===== config.mk =====
export PLATFORM = sky130hd
export DESIGN_NAME = cpu_dmem_sequencer
export DESIGN_NICKNAME = d
export VERILOG_FILES = /design/src/rtl/cpu_dmem_pkg.sv /design/src/rtl/cpu_dmem_lanes.sv /design/src/rtl/cpu_dmem_sequencer.sv
export SDC_FILE = /design/constraint.sdc
export NUM_CORES = 1
export LEC_CHECK = 0
export ABC_AREA = 1
export BUFFER_PORTS_ARGS = -buffer_cell sky130_fd_sc_hd__clkbuf_2
export CELL_PAD_IN_SITES_DETAIL_PLACEMENT = 0
export CELL_PAD_IN_SITES_GLOBAL_PLACEMENT = 2
export CORE_MARGIN = 3
export CORE_UTILIZATION = 31
export CTS_CLUSTER_SIZE = 10
export DETAILED_ROUTE_END_ITERATION = 8
export GPL_TIMING_DRIVEN = 0
export HOLD_SLACK_MARGIN = 0.06
export PLACE_DENSITY = 0.93
export SLEW_MARGIN = 10
export SYNTH_ARGS = -nofsm -noshare
export SYNTH_HDL_FRONTEND = slang
export SYNTH_HIERARCHICAL = 1
export SYNTH_SLANG_ARGS = --single-unit

===== constraint.sdc =====
create_clock -name clk_i -period 6 [get_ports clk_i]
set_clock_uncertainty 0.05 [all_clocks]
set_input_delay 0.9 -clock clk_i [delete_from_list [all_inputs] [get_ports clk_i]]
set_output_delay 0.9 -clock clk_i [all_outputs]
set_load 0.02 [all_outputs]

===== src/rtl/cpu_dmem_pkg.sv =====
// Shared encodings for the data-memory sequencer: access sizes, FSM states and
// the alignment rule applied when a request is accepted.
package cpu_dmem_pkg;

   localparam logic [1:0] MEM_SIZE_B = 2'b00;
   localparam logic [1:0] MEM_SIZE_S = 2'b01;
   localparam logic [1:0] MEM_SIZE_L = 2'b10;

   localparam logic [1:0] DSEQ_IDLE = 2'd0;
   localparam logic [1:0] DSEQ_BUS  = 2'd1;
   localparam logic [1:0] DSEQ_RESP = 2'd2;

   // Longs only need bus-word alignment, so a 16-bit bus accepts them on any even address.
   function automatic logic req_misaligned(input logic [1:0] size, input logic [1:0] addr,
                                           input logic bus32);
      case (size)
         MEM_SIZE_B: return 1'b0;
         MEM_SIZE_S: return addr[0];
         MEM_SIZE_L: return bus32 ? (|addr) : addr[0];
         default:    return 1'b1;
      endcase
   endfunction

endpackage


===== src/rtl/cpu_dmem_lanes.sv =====
// Big-endian lane steering: write data/sel for the beat being issued and
// read-data extraction/assembly for the beat being acknowledged.
module cpu_dmem_lanes
   import cpu_dmem_pkg::*;
#(
   parameter int BUS_WIDTH = 16
) (
   input  logic [1:0]             wr_size_i,
   input  logic [1:0]             wr_addr_i,
   input  logic                   wr_beat_i,
   input  logic [31:0]            wdata_i,
   output logic [BUS_WIDTH-1:0]   dat_o,
   output logic [BUS_WIDTH/8-1:0] sel_o,
   input  logic [1:0]             rd_size_i,
   input  logic [1:0]             rd_addr_i,
   input  logic [BUS_WIDTH-1:0]   rd_bus_i,
   input  logic [31:0]            rd_acc_i,
   output logic [31:0]            rd_acc_o
);

   localparam int NB = BUS_WIDTH / 8;
   localparam logic [1:0] OFF_MASK = 2'(NB - 1);

   function automatic logic [2:0] beat_bytes(input logic [1:0] size);
      case (size)
         MEM_SIZE_B: return 3'd1;
         MEM_SIZE_S: return 3'd2;
         default:    return 3'(NB);
      endcase
   endfunction

   // Number of byte lanes below the item: the lowest address sits on the top lane.
   function automatic logic [2:0] lanes_below(input logic [1:0] size, input logic [1:0] addr);
      return 3'(NB) - {1'b0, addr & OFF_MASK} - beat_bytes(size);
   endfunction

   function automatic logic [31:0] beat_mask(input logic [1:0] size);
      case (beat_bytes(size))
         3'd1:    return 32'h0000_00FF;
         3'd2:    return 32'h0000_FFFF;
         default: return 32'hFFFF_FFFF;
      endcase
   endfunction

   logic [31:0] item;
   logic [2:0]  wsh;
   logic [2:0]  rsh;
   logic [3:0]  sel_base;
   logic [31:0] lane_val;

   always_comb begin
      item = wdata_i;
      if (NB == 2 && wr_size_i == MEM_SIZE_L && !wr_beat_i) item = wdata_i >> 16;
      wsh = lanes_below(wr_size_i, wr_addr_i);
      case (beat_bytes(wr_size_i))
         3'd1:    sel_base = 4'b0001;
         3'd2:    sel_base = 4'b0011;
         default: sel_base = 4'b1111;
      endcase
      dat_o = BUS_WIDTH'(item & beat_mask(wr_size_i)) << {wsh, 3'b000};
      sel_o = NB'(sel_base << wsh);
   end

   // Split longs shift earlier beats up so the first beat ends in the MSBs.
   always_comb begin
      rsh      = lanes_below(rd_size_i, rd_addr_i);
      lane_val = 32'(rd_bus_i >> {rsh, 3'b000}) & beat_mask(rd_size_i);
      rd_acc_o = (NB == 2 && rd_size_i == MEM_SIZE_L) ? ((rd_acc_i << 16) | lane_val) : lane_val;
   end

endmodule


===== src/rtl/cpu_dmem_sequencer.sv =====
// Data-memory sequencer: splits one load/store into Wishbone beats, tracks
// ack/err with a per-beat timeout and returns one tagged response.
module cpu_dmem_sequencer
   import cpu_dmem_pkg::*;
#(
   parameter int BUS_WIDTH      = 16,
   parameter int TIMEOUT_CYCLES = 64
) (
   input  logic                   clk_i,
   input  logic                   rst_i,
   input  logic                   req_valid_i,
   output logic                   req_ready_o,
   input  logic                   req_we_i,
   input  logic [1:0]             req_size_i,
   input  logic [31:0]            req_addr_i,
   input  logic [31:0]            req_wdata_i,
   input  logic [3:0]             req_tag_i,
   input  logic                   flush_i,
   output logic                   stall_o,
   output logic                   resp_valid_o,
   output logic                   resp_err_o,
   output logic [31:0]            resp_rdata_o,
   output logic [3:0]             resp_tag_o,
   output logic                   resp_we_o,
   output logic [31:0]            dmem_address_o,
   output logic [BUS_WIDTH-1:0]   dmem_data_o,
   input  logic [BUS_WIDTH-1:0]   dmem_data_i,
   output logic [BUS_WIDTH/8-1:0] dmem_sel_o,
   output logic                   dmem_we_o,
   output logic                   dmem_stb_o,
   output logic                   dmem_cyc_o,
   input  logic                   dmem_ack_i,
   input  logic                   dmem_err_i
);

   localparam int NB = BUS_WIDTH / 8;
   localparam int TW = (TIMEOUT_CYCLES > 1) ? $clog2(TIMEOUT_CYCLES) : 1;

   logic [1:0]           state_q, state_d;
   logic                 we_q, we_d;
   logic [1:0]           size_q, size_d;
   logic [31:0]          addr_q, addr_d;
   logic [31:0]          wdata_q, wdata_d;
   logic [3:0]           tag_q, tag_d;
   logic                 beat_q, beat_d;
   logic [TW-1:0]        tmo_q, tmo_d;
   logic                 flush_q, flush_d;
   logic                 err_q, err_d;
   logic [31:0]          rdata_q, rdata_d;
   logic                 cyc_q, cyc_d;
   logic                 stb_q, stb_d;
   logic                 bus_we_q, bus_we_d;
   logic [BUS_WIDTH-1:0] dat_q, dat_d;
   logic [NB-1:0]        sel_q, sel_d;

   logic                 long_split;
   logic                 tmo_hit;
   logic [BUS_WIDTH-1:0] wr_dat;
   logic [NB-1:0]        wr_sel;
   logic [31:0]          rd_acc;

   assign long_split = (NB == 2) && (size_q == MEM_SIZE_L);
   assign tmo_hit    = (TIMEOUT_CYCLES != 0) && (tmo_q == TW'(TIMEOUT_CYCLES - 1));

   // Write side sees the next-beat request so data/sel can be registered with cyc/stb.
   cpu_dmem_lanes #(.BUS_WIDTH(BUS_WIDTH)) u_lanes (
      .wr_size_i (size_d),
      .wr_addr_i (addr_d[1:0]),
      .wr_beat_i (beat_d),
      .wdata_i   (wdata_d),
      .dat_o     (wr_dat),
      .sel_o     (wr_sel),
      .rd_size_i (size_q),
      .rd_addr_i (addr_q[1:0]),
      .rd_bus_i  (dmem_data_i),
      .rd_acc_i  (rdata_q),
      .rd_acc_o  (rd_acc)
   );

   always_comb begin
      state_d = state_q;
      we_d    = we_q;
      size_d  = size_q;
      addr_d  = addr_q;
      wdata_d = wdata_q;
      tag_d   = tag_q;
      beat_d  = beat_q;
      tmo_d   = tmo_q;
      flush_d = flush_q;
      err_d   = err_q;
      rdata_d = rdata_q;
      cyc_d   = cyc_q;
      stb_d   = stb_q;
      case (state_q)
         DSEQ_IDLE: if (req_valid_i) begin
            we_d    = req_we_i;
            size_d  = req_size_i;
            addr_d  = req_addr_i;
            wdata_d = req_wdata_i;
            tag_d   = req_tag_i;
            beat_d  = 1'b0;
            tmo_d   = '0;
            flush_d = 1'b0;
            rdata_d = '0;
            err_d   = req_misaligned(req_size_i, req_addr_i[1:0], NB == 4);
            if (err_d) begin
               state_d = DSEQ_RESP;
            end else begin
               state_d = DSEQ_BUS;
               cyc_d   = 1'b1;
               stb_d   = 1'b1;
            end
         end
         DSEQ_BUS: begin
            if (flush_i) flush_d = 1'b1;
            if (dmem_err_i || (!dmem_ack_i && tmo_hit)) begin
               err_d   = 1'b1;
               cyc_d   = 1'b0;
               stb_d   = 1'b0;
               state_d = DSEQ_RESP;
            end else if (dmem_ack_i) begin
               rdata_d = we_q ? 32'h0 : rd_acc;
               tmo_d   = '0;
               if (long_split && !beat_q) begin
                  beat_d = 1'b1;
                  addr_d = addr_q + 32'(NB);
               end else begin
                  cyc_d   = 1'b0;
                  stb_d   = 1'b0;
                  state_d = DSEQ_RESP;
               end
            end else begin
               tmo_d = tmo_q + TW'(1);
            end
         end
         default: state_d = DSEQ_IDLE;
      endcase
   end

   always_comb begin
      bus_we_d = cyc_d & we_d;
      dat_d    = (cyc_d && we_d) ? wr_dat : '0;
      sel_d    = cyc_d ? wr_sel : '0;
   end

   always_ff @(posedge clk_i) begin
      if (rst_i) begin
         state_q  <= DSEQ_IDLE;
         we_q     <= 1'b0;
         size_q   <= '0;
         addr_q   <= '0;
         wdata_q  <= '0;
         tag_q    <= '0;
         beat_q   <= 1'b0;
         tmo_q    <= '0;
         flush_q  <= 1'b0;
         err_q    <= 1'b0;
         rdata_q  <= '0;
         cyc_q    <= 1'b0;
         stb_q    <= 1'b0;
         bus_we_q <= 1'b0;
         dat_q    <= '0;
         sel_q    <= '0;
      end else begin
         state_q  <= state_d;
         we_q     <= we_d;
         size_q   <= size_d;
         addr_q   <= addr_d;
         wdata_q  <= wdata_d;
         tag_q    <= tag_d;
         beat_q   <= beat_d;
         tmo_q    <= tmo_d;
         flush_q  <= flush_d;
         err_q    <= err_d;
         rdata_q  <= rdata_d;
         cyc_q    <= cyc_d;
         stb_q    <= stb_d;
         bus_we_q <= bus_we_d;
         dat_q    <= dat_d;
         sel_q    <= sel_d;
      end
   end

   assign req_ready_o    = (state_q == DSEQ_IDLE);
   assign stall_o        = (state_q != DSEQ_IDLE);
   assign resp_valid_o   = (state_q == DSEQ_RESP) && !flush_q;
   assign resp_err_o     = resp_valid_o & err_q;
   assign resp_rdata_o   = resp_valid_o ? rdata_q : 32'h0;
   assign resp_tag_o     = resp_valid_o ? tag_q : 4'h0;
   assign resp_we_o      = resp_valid_o & we_q;
   assign dmem_address_o = addr_q;
   assign dmem_data_o    = dat_q;
   assign dmem_sel_o     = sel_q;
   assign dmem_we_o      = bus_we_q;
   assign dmem_stb_o     = stb_q;
   assign dmem_cyc_o     = cyc_q;

endmodule


==> results of run 1 <==
where the power goes:
part           total [W]  switching (W)  internal [W]
Combinational   0.000737       0.000484      0.000253
Clock            0.00106       0.000467      0.000590
Sequential       0.00101      0.0000528      0.000961
per-stage QoR:
stage | area [µm²] | util
global route | 9590 | 0.401
floorplan | 7680 | -
CTS | 9590 | 0.401
global placement | 9000 | 0.377
finish | 9590 | 0.401
detailed placement | 9000 | 0.377
layout by cell type (no fill, tap or decap), drive strengths merged, types with 8 or more instances in the layout:
| master | instances |
|---|---|
| a21oi | 52 |
| or2 | 38 |
| dfxtp | 135 |
| nor3 | 9 |
| ha | 8 |
| o21ai | 61 |
| buf | 36 |
| a31oi | 10 |
| inv | 220 |
| nand2 | 259 |
| clkbuf | 219 |
| nand3 | 82 |
| nor2 | 199 |
| o32ai | 32 |
flip-flops by register name, summed over array words and instances, names as in the netlist, 2 cells and up:
register and count:
size_q 2, dmem_data_o 16, tag_q 4, tmo_q 6
rdata_q 32, state_q 2, dmem_sel_o 2, wdata_q 32
dmem_address_o 32
layer usage:
layer  up-vias  routed length [µm]
met5         -                  12
met4         2                 324
met3        24                1310
met2       192               11900
met1      3574               12200
li1       4069                   -
cell type report:
| cell class | count | area (µm²) |
|---|---|---|
| Buffer | 53 | 347 |
| Timing Repair Buffer | 185 | 926 |
| Sequential cell | 135 | 2700 |
| Inverter | 214 | 805 |
| Tap cell | 319 | 399 |
| Clock buffer | 17 | 425 |
| Clock inverter | 15 | 159 |
| Fill cell | 2686 | 14300 |
| Multi-Input combinational cell | 774 | 3820 |
worst paths after layout:
kind	from	endpoint	slack [ns]
max	state_q[1]$_SDFFE_PP0P_	resp_tag_o[2]	2.70
max reg2reg	state_q[1]$_SDFFE_PP0P_	dmem_data_o[15]$_SDFF_PP0_	2.83
min reg2reg	dmem_stb_o$_SDFFE_PP0P_	dmem_stb_o$_SDFFE_PP0P_	0.40
min	dmem_stb_o$_SDFFE_PP0P_	dmem_stb_o$_SDFFE_PP0P_	0.40
critical path, cell delays in order, from the launching register on:
cell      delay, ns
dfxtp_1        0.42
inv_2          0.09
nor3_1         0.40
inv_1          0.11
buf_2          0.20
buf_1          0.28
nor2_1         0.23
clkbuf_2       0.20
==> metrics, run 1 <==
outcome completed; fmax 303 MHz; Routed wire per std cell 15.1 µm; final worst slack 2.70 ns; unrepaired setup endpoints after global routing no; Layout Nets 1481; post-route setup TNS 0 ns; relative slew slack 0.571; leak pwr 4.38 nW; fin crit period 3.30 ns; Synth Cell Area 7680 µm²; hold buffer count at CTS 0; dpl cells between 1500 and 2000; Slew @ Worst Pin 0.644 ns; DP Wirelength approximately 20 mm; die area 26700 µm²; clk slew on worst S/H paths around 0.060 ns; worst r2r path cells 19; WHS 0.399 ns; GR peak layer met2; Initial Utilization 0.321; total track usage 0.196; Final Setup Violations 0; # diodes 0; Slew Viols, Final 0; Final Cycle Share 0.549; largest fanout on the critical path 10; Setup Crit Path Kind reg2out; Row Count 56; required time of the critical path 5.05 ns; M2 GR Usage 0.323; initial antenna violation count 1; Synth Warn # 6; Bufs on Longest Clock Path 2; met1 Resource Use GR 0.266; Post-CTS Resized 0; gpl congestion 0.869; worst hold path type reg2reg; Critical Path AT approximately 2.4 ns; largest net degree at the start of global routing 17; Clock Latency Late Sink around 0.43 ns; Die X 163 µm; Non-Filler Instances around 1700; Crit. End Element output port; peak supply drop roughly 0.16 mV; DRT iter0 DRCs 447; first-pass GRT wire length 41.0 mm; area grow syn2layout 24.9%; clock root buffer clkbuf_16; met3 usage 0.0373; CTS Buf Count 17; # clock sinks 135; Routed WL 25.8 mm; vias 7861; layout cell share with drive strength beyond 1 0.233; vias in the first global route 7802; Mapped Nets 1277; CTS tree yes; total design power 0.00281 W; Syn Inst Count 1176; pwr dens just under 300 nW/µm²; core area 23900 µm²; pre-CTS setup slack between 2 and 2.5 ns; post-CTS setup buffer count 0; iteration count of the initial detailed-routing pass 5; Port Buf Inserts about 190; Final Hold Fails 0; DR DRC count 0; Hold Path Depth 2; max-capacitance violation count 0; CTS H-tree lvls 4; Routed Antenna Nets 0; Die Ht between 150 and 200 µm; type of origin of the critical path flop; IO Pins 187; Vias per Instance 4.59; grt total ovfl 0; Syn Area/Cell 6.53 µm²
(Power assumes the default switching activity.)
==> run 2, diff against run 1 <==
--- a/config.mk
+++ b/config.mk
@@ -10,12 +10,12 @@
 export CELL_PAD_IN_SITES_DETAIL_PLACEMENT = 0
 export CELL_PAD_IN_SITES_GLOBAL_PLACEMENT = 2
 export CORE_MARGIN = 3
-export CORE_UTILIZATION = 31
+export CORE_UTILIZATION = 29
 export CTS_CLUSTER_SIZE = 10
 export DETAILED_ROUTE_END_ITERATION = 8
 export GPL_TIMING_DRIVEN = 0
 export HOLD_SLACK_MARGIN = 0.06
-export PLACE_DENSITY = 0.93
+export PLACE_DENSITY = 0.88
 export SLEW_MARGIN = 10
 export SYNTH_ARGS = -nofsm -noshare
 export SYNTH_HDL_FRONTEND = slang
==> constraint.sdc (replaced) <==
create_clock -name clk_i -period 3.4 [get_ports clk_i]
set_clock_uncertainty 0.05 [all_clocks]
set_input_delay 0.51 -clock clk_i [delete_from_list [all_inputs] [get_ports clk_i]]
set_output_delay 0.51 -clock clk_i [all_outputs]
set_load 0.02 [all_outputs]
==> run 2 against run 1 <==
  * Sequential power increased by 77%
  * Wire length up 0.98%
  * Hold slack got worse by 0.12 ns
  * Critical endpoint is now dmem_data_o[9]$_SDFF_PP0_
  * Highest routed layer unchanged
==> metrics, run 2 (synthesized netlist as in run 1, its figures left out) <==
peak supply drop 0.212 mV (+31%); Clock Latency Late Sink 0.43 ns (about the same); Die X 169 µm (+3.3%); largest fanout on the critical path 10 (unchanged); Slew @ Worst Pin 0.628 ns (-0.0159 ns); commonest non-fill, non-tap cell in the layout nand2_1; CTS H-tree lvls 4 (unchanged); initial antenna violation count 2 (+1); fillers 2834 (+5.5%); iteration count of the initial detailed-routing pass 5 (unchanged); area grow syn2layout 25.5%; IO Pins 187 (unchanged); core area 25600 µm² (+7.2%); Row Count 58 (+3.6%); CTS Buf Count 17 (unchanged); hold buffer count at CTS 0 (unchanged); clock root buffer clkbuf_16; post-route setup TNS 0 ns (unchanged); DRT iter0 DRCs 341 (-24%); Crit. End Element flop; required time of the critical path 3.72 ns (-1.33 ns); vias in the first global route 7569 (-3.0%); Critical Path AT 3.34 ns (+0.99 ns); Initial Utilization 0.300 (-0.0216); outcome completed; Routed Antenna Nets 0 (unchanged); type of origin of the critical path flop; Vias per Instance 4.55 (-0.89%); Slew Viols, Final 0 (unchanged); Routed WL 26.0 mm (+0.98%); Final Core Density 0.376 (-0.0251); worst hold path type in2reg; Final Cycle Share 0.889; commonest non-fill, non-tap cells in the layout nand2_1 (252), inv_1 (204), clkbuf_2 (186); Die Ht 169 µm (+3.3%); fmax 331 MHz; largest net degree at the start of global routing 17 (unchanged); vias 7846 (-0.19%); max-capacitance violation count 0 (unchanged); Post-CTS Resized 0 (unchanged); grt total ovfl 0 (unchanged); Setup Crit Path Kind reg2reg; total track usage 0.183 (-0.0138); DP Wirelength 20.5 mm (+2.1%); gpl congestion 0.880 (+1.3%); Bufs on Longest Clock Path 2 (unchanged); fin crit period 3.02 ns; clk slew on worst S/H paths 0.07 ns (about the same); leak pwr 4.40 nW (+0.48%); Final Setup Violations 0 (unchanged); first-pass GRT wire length 40.8 mm (-0.42%); Layout Nets 1481 (unchanged); layout cell share with drive strength beyond 1 0.233 (unchanged); pwr dens 526 nW/µm² (+80%); Final Hold Fails 0 (unchanged); Routed wire per std cell 15.1 µm (+0.27%); DR DRC count 0 (unchanged); # clock sinks 135 (unchanged); relative slew slack 0.581 (+0.0106); CTS tree yes; Port Buf Inserts 185 (unchanged); unrepaired setup endpoints after global routing no; die area 28500 µm² (+6.6%); post-CTS setup buffer count 0 (unchanged)
==> run 2: cell type report <==
class                      instances  area (µm²)  area share
clock inverter                    14         186      0.0193
clock buffer                      18         429      0.0445
antenna                            1        2.50    0.000260
tap                              330         413      0.0428
sequential                       135        2700       0.280
multi-input combinational        774        3830       0.397
buffer                            53         347      0.0360
timing repair buffer             185         926      0.0961
inverter                         214         805      0.0835
==> run 2: metal layers <==
metal,up-vias,global-route usage,wire [µm]
met3,26,0.0353,1250
met5,-,0,27
met2,173,0.302,12200
li1,4074,-,-
met4,4,0.0519,377
met1,3569,0.243,12200
==> run 2: worst max-delay path, cell delays in order (launching register included) <==
cell      delay [ns]
dfxtp_1         0.42
nor2_2          0.09
nand2_2         0.10
clkinv_2        0.09
buf_6           0.15
or2_2           0.26
o21ai_0         0.11
inv_1           0.12
nor2_2          0.25
inv_1           0.13
ha_1            0.28
buf_2           0.17
nor2_1          0.13
inv_2           0.10
nor3_1          0.17
o211ai_1        0.11
nand2_1         0.10
inv_1           0.05
nor2_2          0.08
==> run 2: power by group <==
part | switching (W) | total, W | internal, W
clock | 0.000805 | 0.00198 | 0.00118
sequential | 0.0000923 | 0.00179 | 0.00170
combinational | 0.000854 | 0.00130 | 0.000448
==> run 2: worst paths after layout <==
path,from,to,slack [ns],cells past startpoint
worst max register to register,state_q[0]$_SDFFE_PP0P_,dmem_data_o[9]$_SDFF_PP0_,0.38,18
worst min register to register,dmem_stb_o$_SDFFE_PP0P_,dmem_stb_o$_SDFFE_PP0P_,0.39,2
worst min-delay path,req_wdata_i[26],wdata_q[26]$_SDFF_PP0_,0.28,3
worst max-delay path,state_q[0]$_SDFFE_PP0P_,dmem_data_o[9]$_SDFF_PP0_,0.38,18
==> run 2: through the flow <==
step	total power [W]	setup slack, ns	area (µm²)	instances	hold WS, ns
CTS	0.00514	0.216	9630	1723	0.270
detailed placement	0.00313	0.135	9020	1691	0.388
global route	0.00538	0.0651	9640	1723	0.306
global placement	0.00313	0.167	9020	1691	0.385
floorplan	0.00272	0.591	7680	1176	0.380
finish	0.00507	0.378	9640	1724	0.283
==> run 3, diff against run 2 <==
--- a/config.mk
+++ b/config.mk
@@ -15,6 +15,7 @@
 export DETAILED_ROUTE_END_ITERATION = 8
 export GPL_TIMING_DRIVEN = 0
 export HOLD_SLACK_MARGIN = 0.06
+export MAX_ROUTING_LAYER = met4
 export PLACE_DENSITY = 0.88
 export SLEW_MARGIN = 10
 export SYNTH_ARGS = -nofsm -noshare
==> run 3 against run 2 <==
  * Count of clock-buffer cells in the layout unchanged
  * Critical endpoint unchanged
  * Utilization hardly changed
  * Clock power fell by 3%
==> metrics, run 3 (synthesized netlist as in run 1, its figures left out) <==
outcome completed; fin crit period 2.99 ns (-0.0321 ns); Critical Path AT 3.31 ns (-0.03 ns); iteration count of the initial detailed-routing pass 6 (+1); worst hold path type in2reg; initial antenna violation count 1 (-1); hold buffer count at CTS 0 (unchanged); commonest non-fill, non-tap cell in the layout nand2_1; DP Wirelength 20.6 mm (+0.46%); fillers 2859 (+0.88%); relative slew slack 0.594 (+0.0131); Top Metal Used met4; CP cell instances nor2_2, nand2_2, clkinv_2, buf_6, or2_2, o21ai_0, inv_1, nor2_2, inv_1, ha_1, buf_2, nor2_1, inv_2, nor3_1, o211ai_1, nand2_1, inv_1, nor2_2; post-route setup TNS 0 ns (unchanged); DRT iter0 DRCs 461 (+35%); layout cell share with drive strength beyond 1 0.232 (-0.000551); Final Hold Fails 0 (unchanged); multi-input logic area 3830 µm² (unchanged); core area 25600 µm² (unchanged); buffer and inverter count on the worst path 7 (unchanged); IO Pins 187 (unchanged); max-capacitance violation count 0 (unchanged); vias 7858 (+0.15%); Clock Latency Late Sink 0.42 ns (about the same); family with the most delay on the worst path simple AND/OR/NAND/NOR gates; CP max stage delay 0.43 ns (about the same); Slew @ Worst Pin 0.608 ns (-0.0197 ns); unrepaired setup endpoints after global routing no; Final Cycle Share 0.879 (-0.00943); Metal-1 WL 12.3 mm (+1.5%); fmax 335 MHz (+1.1%); Reg area 2700 µm² (unchanged); total track usage 0.188 (+0.00568); Setup Crit Path Kind reg2reg; area grow syn2layout 25.4%; Initial Utilization 0.300 (unchanged); clock root buffer clkbuf_16; Row Count 58 (unchanged); Vias per Instance 4.56 (+0.21%); Worst path slowest cell dfxtp_1; pre-CTS setup slack 0.134 ns (-0.000457 ns); metal3 WL 1.15 mm (-8.4%); clk slew on worst S/H paths 0.07 ns (about the same); commonest non-fill, non-tap cells in the layout nand2_1 (252), inv_1 (204), clkbuf_2 (186); # clock sinks 135 (unchanged); leak pwr 4.39 nW (-0.13%); Routed Antenna Nets 0 (unchanged); CTS tree yes; Slew Viols, Final 0 (unchanged); peak supply drop 0.250 mV (+18%); Layout Nets 1481 (unchanged); grt total ovfl 0 (unchanged); Crit. End Element flop; vias in the first global route 7693 (+1.6%); CTS H-tree lvls 4 (unchanged); final worst slack 0.411 ns (+0.0321 ns); DR DRC count 0 (unchanged); Bufs on Longest Clock Path 2 (unchanged); Port Buf Inserts 185 (unchanged); gpl congestion 0.874 (-0.68%); largest fanout on the critical path 10 (unchanged); first-pass GRT wire length 41.3 mm (+1.1%); CTS Buf Count 17 (unchanged); Routed wire per std cell 15.1 µm (+0.17%); die area 28500 µm² (unchanged); largest net degree at the start of global routing 17 (unchanged); Routed WL 26.1 mm (+0.12%); pwr dens 521 nW/µm² (-0.99%); Die X 169 µm (unchanged); WL met2 12.2 mm (about the same); Die Ht 169 µm (unchanged); required time of the critical path 3.72 ns (about the same); type of origin of the critical path flop; Final Setup Violations 0 (unchanged)
-- run 3: cell count changes in the layout (fill, tap and decap cells not counted), sizes merged --
| cell | previous run | this run |
|---|---|---|
| inv | 218 | 212 |
| clkinv | 6 | 12 |
| clkinvlp | 1 | 0 |
-- run 3: worst min-delay path, delay by kind of cell --
kind	cells	cell delay (ns)
simple gates	1	0.07
buf+inv	1	0.09
compound gates	1	0.06
-- run 3: power breakdown --
| group | switching, W | internal, W | leakage (nW) |
|---|---|---|---|
| logic | 0.000855 | 0.000447 | 2.99 |
| registers | 0.0000919 | 0.00170 | 1.10 |
| clock network | 0.000766 | 0.00116 | 0.295 |
-- run 3: layer usage --
layer | up-vias | global-route usage
met5 | - | -
li1 | 4074 | -
met4 | 0 | 0.0487
met3 | 25 | 0.0334
met1 | 3591 | 0.248
met2 | 168 | 0.300
-- run 3: worst paths after layout --
check / start / end / slack, ns / cells after the start
min reg2reg: dmem_stb_o$_SDFFE_PP0P_ / dmem_stb_o$_SDFFE_PP0P_ / 0.40 / 2
min: req_wdata_i[26] / wdata_q[26]$_SDFF_PP0_ / 0.28 / 3
max reg2reg: state_q[1]$_SDFFE_PP0P_ / dmem_data_o[9]$_SDFF_PP0_ / 0.41 / 18
max: state_q[1]$_SDFFE_PP0P_ / dmem_data_o[9]$_SDFF_PP0_ / 0.41 / 18
-- run 3: final cells by class --
| type | instances | area share |
|---|---|---|
| Multi-Input combinational cell | 774 | 0.398 |
| Sequential cell | 135 | 0.281 |
| Timing Repair Buffer | 185 | 0.0962 |
| Inverter | 214 | 0.0836 |
| Clock buffer | 18 | 0.0446 |
| Tap cell | 330 | 0.0429 |
| Buffer | 53 | 0.0360 |
| Clock inverter | 13 | 0.0181 |
| Antenna cell | 1 | 0.000260 |
-- run 3: stage by stage --
step	instance area [µm²]	total power, W	hold slack [ns]	cells	util
floorplan	7680	0.00272	0.380	1176	-
global placement	9020	0.00314	0.384	1691	0.352
detailed placement	9020	0.00314	0.393	1691	0.352
CTS	9620	0.00509	0.278	1722	0.376
global route	9630	0.00532	0.282	1723	0.376
finish	9630	0.00502	0.284	1723	0.376
-- run 3: timing repair --
action	4_1_cts	5_1_grt
setup endpoints to repair	0	8
buffers inserted	0	0
gates resized for setup	0	1
